File: config.mk
export PLATFORM = sky130hd
export DESIGN_NAME = mod_pc_fetch_flat
export DESIGN_NICKNAME = d
export VERILOG_FILES = /design/src/rtl/mod_pc_fetch_if.sv /design/src/rtl/mod_pc_fetch.sv /design/src/flat_wrapper.sv
export SDC_FILE = /design/constraint.sdc
export NUM_CORES = 1
export LEC_CHECK = 0
export ABC_CLOCK_PERIOD_IN_PS = 4100
export CAP_MARGIN = 20
export CORE_MARGIN = 2
export CORE_UTILIZATION = 55
export CTS_BUF_LIST = sky130_fd_sc_hd__clkbuf_4 sky130_fd_sc_hd__clkbuf_8
export DETAILED_ROUTE_END_ITERATION = 16
export PLACE_DENSITY = 0.86
export SYNTH_ARGS = -nofsm -noshare
export SYNTH_HDL_FRONTEND = slang
export SYNTH_SLANG_ARGS = --single-unit
File: constraint.sdc
create_clock -name clk -period 4.1 [get_ports clk]
set_clock_uncertainty 0.1 [all_clocks]
set_input_delay 0.41 -clock clk [delete_from_list [all_inputs] [get_ports clk]]
set_output_delay 0.41 -clock clk [all_outputs]
set_load 0.01 [all_outputs]
File: src/rtl/mod_pc_fetch_if.sv
// Instruction-memory handshake between the fetch front end (master) and the memory (slave).
interface mod_pc_fetch_if;
    logic        imem_req;
    logic [31:0] imem_addr;
    logic        imem_ready;
    logic [31:0] imem_rdata;

    modport master (
        output imem_req,
        output imem_addr,
        input  imem_ready,
        input  imem_rdata
    );

    modport slave (
        input  imem_req,
        input  imem_addr,
        output imem_ready,
        output imem_rdata
    );
endinterface

File: src/rtl/mod_pc_fetch.sv
// Fetch PC register, instruction-memory request side and IF/ID latch for a
// delayed-branch pipeline; redirects that arrive while fetch is blocked are held.
module mod_pc_fetch #(
    parameter logic [31:0] RESET_PC = 32'h0000_3000,
    parameter logic [31:0] NOP_INS  = 32'h0000_0000
) (
    input  logic                 clk,
    input  logic                 rst_n,
    input  logic                 stall,
    input  logic                 npc_on,
    input  logic [31:0]          pc_next,
    mod_pc_fetch_if.master       imem,
    output logic [31:0]          pc_now,
    output logic [31:0]          pc_plus4,
    output logic [31:0]          if_pc,
    output logic [31:0]          if_ins,
    output logic                 if_valid,
    output logic                 redirect_pending,
    output logic                 misalign_err
);

    typedef enum logic [1:0] {
        IDLE  = 2'd0,
        FETCH = 2'd1,
        HOLD  = 2'd2
    } state_t;

    state_t      state;
    state_t      state_nxt;

    logic [31:0] pend_target;
    logic [31:0] inst_buf;
    logic [31:0] buf_pc;
    logic [31:0] sel_raw;
    logic [31:0] sel;

    logic        advance;
    logic        take_fetch;
    logic        take_buf;
    logic        capture_buf;
    logic        bubble;
    logic        latch_redirect;

    function automatic logic [31:0] align_pc(input logic [31:0] a);
        return {a[31:2], 2'b00};
    endfunction

    function automatic logic is_misaligned(input logic [31:0] a);
        return (a[1:0] != 2'b00);
    endfunction

    always_ff @(posedge clk or negedge rst_n) begin
        if (!rst_n) begin
            state <= IDLE;
        end else begin
            state <= state_nxt;
        end
    end

    always_comb begin
        state_nxt   = state;
        advance     = 1'b0;
        take_fetch  = 1'b0;
        take_buf    = 1'b0;
        capture_buf = 1'b0;
        bubble      = 1'b0;
        case (state)
            IDLE: begin
                state_nxt = FETCH;
            end
            FETCH: begin
                if (imem.imem_ready && !stall) begin
                    take_fetch = 1'b1;
                    advance    = 1'b1;
                end else if (imem.imem_ready && stall) begin
                    // Word arrived but decode is frozen: park it until the stall lifts.
                    capture_buf = 1'b1;
                    state_nxt   = HOLD;
                end else if (!stall) begin
                    bubble = 1'b1;
                end
            end
            HOLD: begin
                if (!stall) begin
                    take_buf  = 1'b1;
                    advance   = 1'b1;
                    state_nxt = FETCH;
                end
            end
            default: begin
                state_nxt = IDLE;
            end
        endcase
    end

    // A live redirect beats a parked one; otherwise fall through sequentially.
    always_comb begin
        if (npc_on) begin
            sel_raw = pc_next;
        end else if (redirect_pending) begin
            sel_raw = pend_target;
        end else begin
            sel_raw = pc_plus4;
        end
        sel            = align_pc(sel_raw);
        latch_redirect = npc_on && !advance;
    end

    assign pc_plus4       = pc_now + 32'd4;
    assign imem.imem_req  = (state == FETCH);
    assign imem.imem_addr = pc_now;

    always_ff @(posedge clk or negedge rst_n) begin
        if (!rst_n) begin
            pc_now           <= RESET_PC;
            redirect_pending <= 1'b0;
            pend_target      <= 32'd0;
            misalign_err     <= 1'b0;
        end else begin
            if (advance) begin
                pc_now           <= sel;
                redirect_pending <= 1'b0;
                if (is_misaligned(sel_raw)) begin
                    misalign_err <= 1'b1;
                end
            end else if (latch_redirect) begin
                pend_target      <= pc_next;
                redirect_pending <= 1'b1;
            end
        end
    end

    // IF/ID boundary
    always_ff @(posedge clk or negedge rst_n) begin
        if (!rst_n) begin
            if_pc    <= 32'd0;
            if_ins   <= NOP_INS;
            if_valid <= 1'b0;
            inst_buf <= NOP_INS;
            buf_pc   <= 32'd0;
        end else begin
            if (take_fetch) begin
                if_ins   <= imem.imem_rdata;
                if_pc    <= pc_now;
                if_valid <= 1'b1;
            end else if (take_buf) begin
                if_ins   <= inst_buf;
                if_pc    <= buf_pc;
                if_valid <= 1'b1;
            end else if (bubble) begin
                if_ins   <= NOP_INS;
                if_valid <= 1'b0;
            end
            if (capture_buf) begin
                inst_buf <= imem.imem_rdata;
                buf_pc   <= pc_now;
            end
        end
    end

endmodule

File: src/flat_wrapper.sv
// flat-port wrapper written by rule: the top's interface ports become plain ports
module mod_pc_fetch_flat 
#(
    parameter logic [31:0] RESET_PC = 32'h0000_3000,
    parameter logic [31:0] NOP_INS  = 32'h0000_0000
)
  (clk, rst_n, stall, npc_on, pc_next, pc_now, pc_plus4, if_pc, if_ins, if_valid, redirect_pending, misalign_err, imem_imem_req, imem_imem_addr, imem_imem_ready, imem_imem_rdata);
  mod_pc_fetch_if imem_i ();
  input  logic clk;
  input  logic rst_n;
  input  logic stall;
  input  logic npc_on;
  input  logic [31:0] pc_next;
  output logic [31:0] pc_now;
  output logic [31:0] pc_plus4;
  output logic [31:0] if_pc;
  output logic [31:0] if_ins;
  output logic if_valid;
  output logic redirect_pending;
  output logic misalign_err;
  output wire logic [$bits(imem_i.imem_req)-1:0] imem_imem_req;
  output wire logic [$bits(imem_i.imem_addr)-1:0] imem_imem_addr;
  input wire logic [$bits(imem_i.imem_ready)-1:0] imem_imem_ready;
  input wire logic [$bits(imem_i.imem_rdata)-1:0] imem_imem_rdata;
  assign imem_imem_req = imem_i.imem_req;
  assign imem_imem_addr = imem_i.imem_addr;
  assign imem_i.imem_ready = imem_imem_ready;
  assign imem_i.imem_rdata = imem_imem_rdata;
  mod_pc_fetch #(.RESET_PC(RESET_PC), .NOP_INS(NOP_INS)) u_core (.clk(clk), .rst_n(rst_n), .stall(stall), .npc_on(npc_on), .pc_next(pc_next), .imem(imem_i), .pc_now(pc_now), .pc_plus4(pc_plus4), .if_pc(if_pc), .if_ins(if_ins), .if_valid(if_valid), .redirect_pending(redirect_pending), .misalign_err(misalign_err));
endmodule
* Word-level counts from Yosys, hierarchy flattened
Cells that the tools add are included.
** Storage, ports and cells
- Logic and storage cells :: 57
- Flip-flop bits (word level) :: 193
- Output and inout port bits :: 164
- Input bits :: 69
** Operators by class
- Eq/ne operators :: 5
- Bitwise logic cells :: 1
- Muxes and demuxes :: 27
- Reduce and logical (&&, ||, !) cells :: 13
- Add/subtract/negate cells :: 1
** Operator list (count)
- 2-to-1 mux 32 bit :: 7
- adder 32 x 3 -> 32 bit (second input constant) :: 1
- 2-to-1 mux 1 bit :: 15
- 2-to-1 mux 2 bit :: 3
- one-hot mux 2 bit (3 select lines) :: 1
- nonzero test 2 bit :: 3
- inequality test 2 bit (second input constant) :: 2
- AND reduction 2 bit :: 2
- logical AND 1 bit :: 3
- AND reduction 3 bit :: 1
- nonzero test 3 bit :: 1
- == test 2 x 1 -> 1 bit (second input constant) :: 1
- == test 2 bit (second input constant) :: 1
- zero test 1 bit :: 2
- zero test 2 bit :: 1
- inequality test 2 x 1 -> 1 bit (second input constant) :: 1
- one-hot mux 1 bit (2 select lines) :: 1
- inverter 1 bit :: 1

* Logic depth before layout (Yosys ltp)
Gate-level depths: netlist of run 1.
- Depth after elaboration :: 8
- Depth in mapped cells :: 10
- Mapped depth without buffers :: 7

* Least setup slack after synthesis of run 1
Ideal clock, no wire load.
- Path kind :: flip-flop to output port
- Start point :: register u_core.pc_now[12], in the netlist u_core.imem.imem_addr[12]
- End point :: output port pc_plus4[31]
- Required time :: 3.590 ns
- Data arrival time :: 1.869 ns
- Stages on the path, launching flop included :: 7
- Slack :: 1.721 ns
- Buffers on the path :: 1
- Cell sequence :: dfstp_2 buf_2 and4_1 nand4_4 nor3_1 nand2_1 xnor2_1
** On the way
- Cells in the longest elaborated chain, start to end :: 1
** Ends and longest elaborated chain
- start: declaration :: line mod_pc_fetch.sv:13 : output logic [31:0] pc_now,
- start signal: assignment :: line mod_pc_fetch.sv:121 : pc_now <= sel;
- adder 32 x 3 -> 32 bit :: line mod_pc_fetch.sv:109 : assign pc_plus4 = pc_now + 32'd4;
- end: declaration :: line flat_wrapper.sv:15 : output logic [31:0] pc_plus4;
No other way between the ends.

* Final worst setup path of run 1
- Start point :: register u_core.pc_now[5], in the netlist u_core.imem.imem_addr[5]
- End point :: output port pc_plus4[31]
Same word-level chain as after synthesis.

==> impl_metrics.py, run 1 <==
metrics = {
    "run_status": {
        "outcome": "complete, no violations",
    },
    "synth": {
        "ys_seq_elements": 191,
        "seq_area_frac_synth_pct": 50.8,
        "yosysMostFrequentCell": "dfrtp_1",
        "yosysWarnings": 0,
        "synth_top_family_by_area": "multiplexers",
        "synth_top_area_share_pct": 50.3,
        "syn_area_sq_um": 9410,
        "synth_area_leaders": "dfrtp_1 (50%), mux2_2 (11%), mux2i_1 (3.9%), buf_4 (3.4%), a221o_1 (3.4%)",
        "muxShareOfSynthArea_pct": 14.7,
        "synth_enable_flop_cells": 0,
        "synth.avg_cell_area_sq_um": 11.2,
        "synthSimpleGateAreaFrac_pct": 10.8,
        "yosysUniqueCellTypes": 63,
        "syn_inst": 840,
        "synthArstFlopShare_pct": 100,
        "synth_adder_area_share_pct": 0.532,
        "synth_ff_type": "dfrtp_1",
        "yosys.area.top_type": "dfrtp_1",
        "synthXorXnorAreaFrac_pct": 2.61,
        "synth-compound-area-share_pct": 13.5,
        "synth_common_cells": "dfrtp_1 (189), mux2_2 (90), nand2_1 (54), o21ai_0 (54), clkbuf_1 (45)",
    },
    "clock_tree": {
        "postCtsSetupBuffers": 0,
        "cts.sinks": 191,
        "htreeDepth": 4,
        "cts_buffers": 17,
        "hold_buffers": 1,
        "insertion_delay_ns": 0.46,
        "cts-root-buf": "clkbuf_8",
        "cts_tree": "done",
        "ctsResizeCount": 0,
        "clockBufferDepth": 2,
        "clkSlewWorstSetupHoldPaths_ns": 0.09,
    },
    "placement": {
        "gp_congestion": 0.865,
        "portBuffers": 224,
        "hpwl_microns": 16200,
    },
    "worst_setup_path": {
        "worstReg2RegStart": "u_core.state[1]$_DFFE_PN0P_",
        "cp-start-kind": "flop",
        "crit_fanout": 10,
        "end_kind": "output port",
        "critPathLaunch": "u_core.imem.imem_addr[5]$_DFFE_PN0P_",
        "path_class": "flop to output port",
        "arrival_ns": 3.02,
        "required_ns": 3.59,
    },
    "sta": {
        "finalHoldViolCount": 0,
        "min_period_ns": 3.53,
        "fmax_mhz": 283,
        "slew_violations": 0,
        "rsz0062_at_grt": "false",
        "setup_viol": 0,
        "finalCritPeriodShare_pct": 86.1,
        "worst_slew_pin_slew_ns": 0.933,
        "slew_headroom_pct": 37.7,
        "final.setup.tns_ns": 0,
    },
    "global_routing": {
        "grt_pass1_vias": 6907,
        "grt.total_usage_pct": 26.5,
        "grt_max_degree": 98,
        "grt_pass1_wl_microns": 38000,
        "grt_overflow": 0,
        "antenna_found_initial": 0,
    },
    "floorplan": {
        "die_y_microns": 135,
        "ios": 233,
        "start_util_pct": 56.5,
        "rows": 47,
        "die_area_sq_um": 18200,
        "die_w_microns": 135,
        "core-area_sq_um": 16600,
    },
    "drt": {
        "vias": 7235,
        "ant_nets": 0,
        "routed_wl_microns": 23700,
        "drtIter0Drc": 626,
        "first_pass_iters": 6,
        "avgViaCountPerCell": 5.91,
        "wl_per_cell_microns": 19.3,
        "drc": 0,
    },
    "final_layout": {
        "diodes": 0,
        "final_util_pct": 71.6,
        "syn2layout_area_growth_pct": 26.6,
        "drive_gt1_share_pct": 15.8,
        "fillers": 1230,
        "num-nets-final": 1065,
    },
    "flow_run": {
        "cap_viol_max_count": 0,
    },
    "power_and_ir_drop": {
        "leakagePower_nw": 4.97,
        "ir_drop_uv": 385,
        "powerDensity_nw_per_um2": 750,
    },
    "worst_hold_path": {
        "hp-class": "flop to flop",
        "hold_start": "u_core.buf_pc[19]$_DFFE_PN0P_",
    },
}
## state kept, by name, indices dropped and copies added, names as in the netlist
| register | flops |
|---|---|
| u_core.redirect_pending | 1 |
| u_core.imem.imem_addr | 30 |
| u_core.inst_buf | 32 |
| u_core.buf_pc | 30 |
| u_core.if_valid | 1 |
| u_core.if_ins | 32 |
| u_core.pend_target | 32 |
| u_core.misalign_err | 1 |
| u_core.if_pc | 30 |
| u_core.state | 2 |
## worst paths after layout
path | end | cells past startpoint | slack, ns
setup reg to reg | u_core.pend_target[30]$_DFFE_PN0P_ | 6 | 1.32
hold reg to reg | u_core.buf_pc[19]$_DFFE_PN0P_ | 2 | 0.39
max in group asynchronous | u_core.imem.imem_addr[23]$_DFFE_PN0P_ | 3 | 2.46
min in group asynchronous | u_core.if_ins[30]$_DFFE_PN0P_ | 2 | 0.50
hold / removal | u_core.buf_pc[19]$_DFFE_PN0P_ | 2 | 0.39
setup / recovery | pc_plus4[31] | 6 | 0.57
## layout by cell type, fill, tap and decap left out, types with 4 or more instances in the layout
cell type	count
o22ai_1	14
o22a_1	7
dfrtp_1	189
xor2_1	15
clkbuf_8	20
a31oi_1	9
and3_1	41
conb_1	8
a221o_1	32
buf_4	16
nor2_1	21
inv_1	10
o21ai_0	54
nand2_1	54
clkdlybuf4s50_1	223
mux2i_1	37
nand4_1	13
and4_1	5
nor3_1	6
clkbuf_4	6
nand3_1	13
o21a_1	12
nor3_2	4
mux2_2	90
o31ai_1	4
ha_1	4
a21oi_1	30
xnor2_1	13
## cell type report
cell class	instances	area [sq um]	area share [%]
Multi-Input combinational cell	531	4030	33.8
Clock buffer	25	307	2.57
Tap cell	220	275	2.31
Timing Repair Buffer	241	2380	19.9
Clock inverter	6	108	0.903
Inverter	10	37.5	0.315
Sequential cell	191	4780	40.1
## per-stage QoR
| step | hold WS [ns] | area (sq um) | power [W] | instances | setup WS [ns] |
|---|---|---|---|---|---|
| after CTS | 0.394 | 11900 | 0.00896 | 1224 | 0.576 |
| after global placement | 0.359 | 11500 | 0.00752 | 1192 | 1.15 |
| after floorplan | 0.0144 | 9430 | 0.00569 | 847 | 1.72 |
| after global routing | 0.411 | 11900 | 0.00946 | 1224 | 0.374 |
| final | 0.393 | 11900 | 0.00894 | 1224 | 0.572 |
| after detailed placement | 0.361 | 11500 | 0.00766 | 1192 | 1.09 |
## critical path, cell delays in order, from the launching register on
cell and delay (ns):
dfrtp_1 0.55, and4_1 0.51, nand4_4 0.23, nor3_1 0.42, nand2_1 0.12, xnor2_1 0.15, clkdlybuf4s50_1 0.58
## report_power, final
part	internal [W]	switching, W
clock network	0.000672	0.000629
registers	0.00273	0.000852
logic	0.00231	0.00174
## per-layer routing
metal	GRT usage [%]	routed length, microns
met1	38.1	10200
met4	8.71	476
met2	41.1	11100
met3	4.65	1840
met5	0	0
## cell families (layout without fill, tap and decap cells)
logic type	after synthesis	count (layout)
XOR/XNOR	28	28
adder cells (fa/ha/maj)	4	4
multiplexers	127	127
AND/OR/NAND/NOR	179	179
buffers and inverters	125	282
other	1	8
flip-flops	191	191
AO/OA/AOI/OAI	185	185
Note: power is estimated with default switching activity, not from simulation.
==> run 2: changes to the inputs <==
--- a/config.mk
+++ b/config.mk
@@ -5,7 +5,6 @@
 export SDC_FILE = /design/constraint.sdc
 export NUM_CORES = 1
 export LEC_CHECK = 0
-export ABC_CLOCK_PERIOD_IN_PS = 4100
 export CAP_MARGIN = 20
 export CORE_MARGIN = 2
 export CORE_UTILIZATION = 55
==> results of run 2 <==
Same layout as run 1: the final DEF is identical, and so are final timing and power.
==> patch 1, RTL diff (flow settings as in run 2) <==
Make the reset (`rst_n`) synchronous in 3 clocked blocks.
--- a/src/rtl/mod_pc_fetch.sv
+++ b/src/rtl/mod_pc_fetch.sv
@@ -49,7 +49,7 @@
         return (a[1:0] != 2'b00);
     endfunction
 
-    always_ff @(posedge clk or negedge rst_n) begin
+    always_ff @(posedge clk) begin
         if (!rst_n) begin
             state <= IDLE;
         end else begin
@@ -110,7 +110,7 @@
     assign imem.imem_req  = (state == FETCH);
     assign imem.imem_addr = pc_now;
 
-    always_ff @(posedge clk or negedge rst_n) begin
+    always_ff @(posedge clk) begin
         if (!rst_n) begin
             pc_now           <= RESET_PC;
             redirect_pending <= 1'b0;
@@ -131,7 +131,7 @@
     end
 
     // IF/ID boundary
-    always_ff @(posedge clk or negedge rst_n) begin
+    always_ff @(posedge clk) begin
         if (!rst_n) begin
             if_pc    <= 32'd0;
             if_ins   <= NOP_INS;
Check against the original RTL: differs if rst_n is asserted again (counterexample within 4 cycles, from zero or initial values and one cycle with rst_n low); with rst_n held inactive, the same outputs for 4 cycles.
==> patch 1 against run 2 <==
- final area is 2.3% lower
- worst setup slack got worse by 290 ps
- area after synthesis decreased by 1.9%
- first-iteration DRC count increased by 15%
- sequential share of layout area fell by 7.3 points
- sequential cell count unchanged
- register-to-register slack improved by 130 ps
- routed wire length grew 14%
- critical endpoint is now pc_plus4[24]
- largest cell class is now multi-input combinational cells
Power is not compared: it rests on default switching activity, and its combinational part moved more than twofold at a synthesized area within 25%.
==> patch 1: results <==
<?xml version="1.0" encoding="UTF-8"?>
<metrics>
  <group name="detailed_routing">
    <metric name="routed_wire_length" unit="um">27000</metric>
    <metric name="vias" unit="">9051</metric>
    <metric name="drt_iter0_markers" unit="">722</metric>
    <metric name="detail_route.first_pass.iterations" unit="">5</metric>
  </group>
  <group name="status">
    <metric name="status" unit="">complete, no violations</metric>
  </group>
  <group name="power_and_ir_drop">
    <metric name="vdd.ir_drop.worst" unit="mV">0.199</metric>
  </group>
  <group name="placed_design">
    <metric name="detailedPlacementHpwl" unit="um">18300</metric>
    <metric name="io_buffers" unit="">224</metric>
    <metric name="gp_routability_congestion" unit="">0.928</metric>
    <metric name="place_worst_setup_slack" unit="ps">830</metric>
  </group>
  <group name="synth">
    <metric name="synthArstFlopShare" unit="">0</metric>
    <metric name="dominantRegCellSynth" unit="">sky130_fd_sc_hd__dfxtp_1</metric>
    <metric name="post_synth_main_area_contributors" unit="">sky130_fd_sc_hd__dfxtp_1 41%, sky130_fd_sc_hd__nand2_1 13%, sky130_fd_sc_hd__a21oi_1 7.1%</metric>
    <metric name="yosysSeqAreaShare" unit="">0.414</metric>
    <metric name="synth_commonest_cells" unit="">314 x sky130_fd_sc_hd__nand2_1, 191 x sky130_fd_sc_hd__dfxtp_1, 130 x sky130_fd_sc_hd__a21oi_1, 88 x sky130_fd_sc_hd__clkbuf_1, 50 x sky130_fd_sc_hd__nand3_1</metric>
  </group>
  <group name="clock_tree">
    <metric name="htreeDepth" unit="">4</metric>
    <metric name="clk-insertion-delay-late" unit="ps">480</metric>
  </group>
  <group name="global_route">
    <metric name="grtUsageTotal" unit="">0.295</metric>
    <metric name="pin_count_of_the_biggest_net_entering_global_routing" unit="">132</metric>
    <metric name="grt_pass1_wl" unit="um">42600</metric>
    <metric name="grt_pass1_vias" unit="">8077</metric>
  </group>
  <group name="layout">
    <metric name="n_fill_cell" unit="">1379</metric>
    <metric name="final_layout_size_suffix_gt1_frac" unit="">0.0593</metric>
    <metric name="nets" unit="">1409</metric>
  </group>
  <group name="setup_path">
    <metric name="timing.rr.start" unit="">u_core.state[1]</metric>
    <metric name="slowest_stage" unit="">sky130_fd_sc_hd__or4_1</metric>
    <metric name="crit_path_start" unit="">u_core.imem.imem_addr[2]</metric>
    <metric name="timing.critical_path.slowest_cell_delay" unit="ps">630</metric>
  </group>
  <group name="min_path">
    <metric name="holdCritStartpoint" unit="">u_core.pend_target[7]</metric>
  </group>
  <group name="sta">
    <metric name="timing.max_slew.rel_slack" unit="">0.311</metric>
  </group>
</metrics>
==> patch 1: logic make-up (layout without fill, tap and decap cells) <==
logic type | count (synthesis) | in the layout | synth area share
adders and majority gates | 4 | 4 | 0.00543
DFF | 191 | 191 | 0.414
and+or+nand+nor | 497 | 497 | 0.239
buffers and inverters | 166 | 296 | 0.0879
xor gates and xnor gates | 23 | 23 | 0.0218
AOI/OAI and AO/OA | 294 | 294 | 0.192
muxes | 36 | 36 | 0.0391
other | 1 | 8 | 0.000406
==> patch 1: worst paths after layout <==
kind | end | slack [ps] | cells after the start
worst max-delay path | pc_plus4[24] | 280 | 6
worst min-delay path | u_core.pend_target[7] | 360 | 2
worst max register to register | u_core.imem.imem_addr[27] | 1450 | 7
worst min register to register | u_core.pend_target[7] | 360 | 2
==> patch 1: area by class of cell <==
| cell class | count | area, sq um | share of cell area |
|---|---|---|---|
| Clock inverter | 13 | 131 | 0.0113 |
| Tap cell | 220 | 275 | 0.0236 |
| Timing Repair Buffer | 248 | 2440 | 0.210 |
| Sequential cell | 191 | 3820 | 0.328 |
| Clock buffer | 19 | 255 | 0.0219 |
| Multi-Input combinational cell | 862 | 4650 | 0.399 |
| Inverter | 16 | 62.6 | 0.00537 |
==> patch 1: stage by stage <==
step                total power, mW  instances  instance area, sq um
floorplan                      2.37       1219                  9250
global placement               2.65       1537                 11300
detailed placement             2.66       1537                 11300
CTS                            3.86       1569                 11600
global route                   3.99       1569                 11600
finish                         3.84       1569                 11600
==> patch 1: worst max-delay path, delay by kind of cell, from the launching register on <==
kind	cells	cell delay (ps)
fa+ha+maj	1	400
flops	1	530
simple gates	3	910
buf+inv	1	500
compound gates	1	500
==> patch 1: per-layer routing <==
layer | global-route usage | vias up | wire length, um
li1 | - | 4389 | -
met1 | 0.412 | 4220 | 11900
met2 | 0.461 | 398 | 12600
met3 | 0.0575 | 44 | 1840
met4 | 0.0975 | 0 | 583
met5 | 0 | - | 0
==> patch 1: power breakdown <==
| part | switching [mW] | leakage [nW] | internal (mW) |
|---|---|---|---|
| clock | 0.705 | 0.195 | 0.517 |
| combinational | 0.350 | 2.16 | 0.277 |
| sequential | 0.0623 | 1.55 | 1.93 |
==> patch 2, RTL diff (flow settings as in run 2) <==
Made on the original files. `RESET_PC` is set to 32'h0000_3000 in 2 places; all go to 32'h00002000.
--- a/src/rtl/mod_pc_fetch.sv
+++ b/src/rtl/mod_pc_fetch.sv
@@ -1,7 +1,7 @@
 // Fetch PC register, instruction-memory request side and IF/ID latch for a
 // delayed-branch pipeline; redirects that arrive while fetch is blocked are held.
 module mod_pc_fetch #(
-    parameter logic [31:0] RESET_PC = 32'h0000_3000,
+    parameter logic [31:0] RESET_PC = 32'h00002000,
     parameter logic [31:0] NOP_INS  = 32'h0000_0000
 ) (
     input  logic                 clk,
--- a/src/flat_wrapper.sv
+++ b/src/flat_wrapper.sv
@@ -1,7 +1,7 @@
 // flat-port wrapper written by rule: the top's interface ports become plain ports
 module mod_pc_fetch_flat 
 #(
-    parameter logic [31:0] RESET_PC = 32'h0000_3000,
+    parameter logic [31:0] RESET_PC = 32'h00002000,
     parameter logic [31:0] NOP_INS  = 32'h0000_0000
 )
   (clk, rst_n, stall, npc_on, pc_next, pc_now, pc_plus4, if_pc, if_ins, if_valid, redirect_pending, misalign_err, imem_imem_req, imem_imem_addr, imem_imem_ready, imem_imem_rdata);
Check against the original RTL: not equivalent (a bounded check fails within 4 cycles, from zero or initial values and one cycle with rst_n low).
==> patch 2 against run 2 <==
- worst hold slack got worse by 18 ps
- fmax fell by 4.1%
- worst setup slack lost 150 ps
- final area down 0.16%
- largest cell class unchanged
- sequential cell count unchanged
- via count is 0.75% higher
- area after synthesis is essentially flat
- routed wire length is 1.7% lower
- critical path type unchanged
- total power down 1.3%
==> patch 2: results <==
<?xml version="1.0" encoding="UTF-8"?>
<metrics>
  <group name="status">
    <metric name="status" unit="">complete, no violations</metric>
  </group>
  <group name="global_route">
    <metric name="grt_pass1_vias" unit="">7122</metric>
    <metric name="pin_count_of_the_biggest_net_entering_global_routing" unit="">81</metric>
  </group>
  <group name="layout">
    <metric name="nets" unit="">1063</metric>
    <metric name="final_layout_size_suffix_gt1_frac" unit="">0.157</metric>
  </group>
  <group name="placed_design">
    <metric name="detailedPlacementHpwl" unit="um">16100</metric>
    <metric name="place_worst_setup_slack" unit="ps">1070</metric>
    <metric name="numPlacedInstances" unit="">1189</metric>
    <metric name="dpl_cell_area" unit="sq um">11500</metric>
  </group>
  <group name="synth">
    <metric name="synth_commonest_cells" unit="">190 x sky130_fd_sc_hd__dfrtp_1, 90 x sky130_fd_sc_hd__mux2_2, 54 x sky130_fd_sc_hd__nand2_1, 54 x sky130_fd_sc_hd__o21ai_0, 45 x sky130_fd_sc_hd__clkbuf_1</metric>
    <metric name="post_synth_main_area_contributors" unit="">sky130_fd_sc_hd__dfrtp_1 51%, sky130_fd_sc_hd__mux2_2 11%, sky130_fd_sc_hd__mux2i_1 3.9%</metric>
    <metric name="yosysSeqAreaShare" unit="">0.508</metric>
    <metric name="synthMuxAreaShare" unit="">0.147</metric>
    <metric name="synth-adder-area-share" unit="">0.00532</metric>
    <metric name="synthesis.area_per_instance" unit="sq um">11.2</metric>
  </group>
  <group name="power_and_ir_drop">
    <metric name="vdd.ir_drop.worst" unit="mV">0.461</metric>
    <metric name="power.static_leakage" unit="nW">4.95</metric>
    <metric name="power.clock.total" unit="mW">1.19</metric>
    <metric name="power_switching_share" unit="">0.365</metric>
  </group>
  <group name="sta">
    <metric name="fin_crit" unit="ps">3680</metric>
    <metric name="worstMarginPinSlew" unit="ps">825</metric>
  </group>
  <group name="setup_path">
    <metric name="crit_path_start" unit="">u_core.imem.imem_addr[4]</metric>
    <metric name="timing.critical_path.arrival" unit="ps">3170</metric>
    <metric name="crit_path_max_fanout" unit="">11</metric>
  </group>
  <group name="detailed_routing">
    <metric name="routed_wire_length" unit="um">23300</metric>
    <metric name="detail_route.first_pass.iterations" unit="">5</metric>
    <metric name="drt_iter0_markers" unit="">587</metric>
  </group>
</metrics>
-- patch 2: stage by stage --
stage                     hold slack (ps)  utilization
after floorplan                      14.4            -
after global placement                350        0.690
after detailed placement              353        0.690
after CTS                             379        0.714
after global routing                  414        0.715
final                                 375        0.715
-- patch 2: kinds of logic (layout without fill, tap and decap cells) --
group	Yosys count	in the layout
compound gates	185	185
xor+xnor	28	28
fa+ha+maj	4	4
buf+inv	125	281
flops	191	191
mux	127	127
other cells	1	8
simple gates	179	179
-- patch 2: per-layer routing --
| layer | vias up | routed length [um] |
|---|---|---|
| met2 | 388 | 11100 |
| met3 | 48 | 1840 |
| li1 | 3299 | - |
| met1 | 3554 | 9750 |
| met4 | 0 | 615 |
| met5 | - | 0 |
-- patch 2: worst max-delay path: stages (launching register included) --
cell,delay [ps]
sky130_fd_sc_hd__dfrtp_1,550
sky130_fd_sc_hd__and4_1,500
sky130_fd_sc_hd__nand4_4,210
sky130_fd_sc_hd__nor3_1,530
sky130_fd_sc_hd__nand2_1,160
sky130_fd_sc_hd__xnor2_1,180
sky130_fd_sc_hd__clkdlybuf4s50_1,580
-- patch 2: final timing paths --
kind                                        endpoint  depth (start not counted)
max                                     pc_plus4[31]                          6
max reg2reg                   u_core.pend_target[21]                          6
min reg2reg                      u_core.misalign_err                          1
min                              u_core.misalign_err                          1
min in group asynchronous          u_core.if_ins[26]                          2
max in group asynchronous  u_core.imem.imem_addr[13]                          3
-- patch 2: cell type report --
class | count | area [sq um]
flip-flops and latches | 191 | 4780
fillers | 1199 | 4750
multi-input cells | 531 | 4030
repair buffers | 239 | 2390
clock buffers | 23 | 298
well taps | 220 | 275
clock inverters | 9 | 85.1
inverters | 10 | 37.5
-- patch 2: what timing repair did --
item	CTS	global route
hold endpoints to repair	78	0
hold buffers	1	0
gates resized for setup	0	0
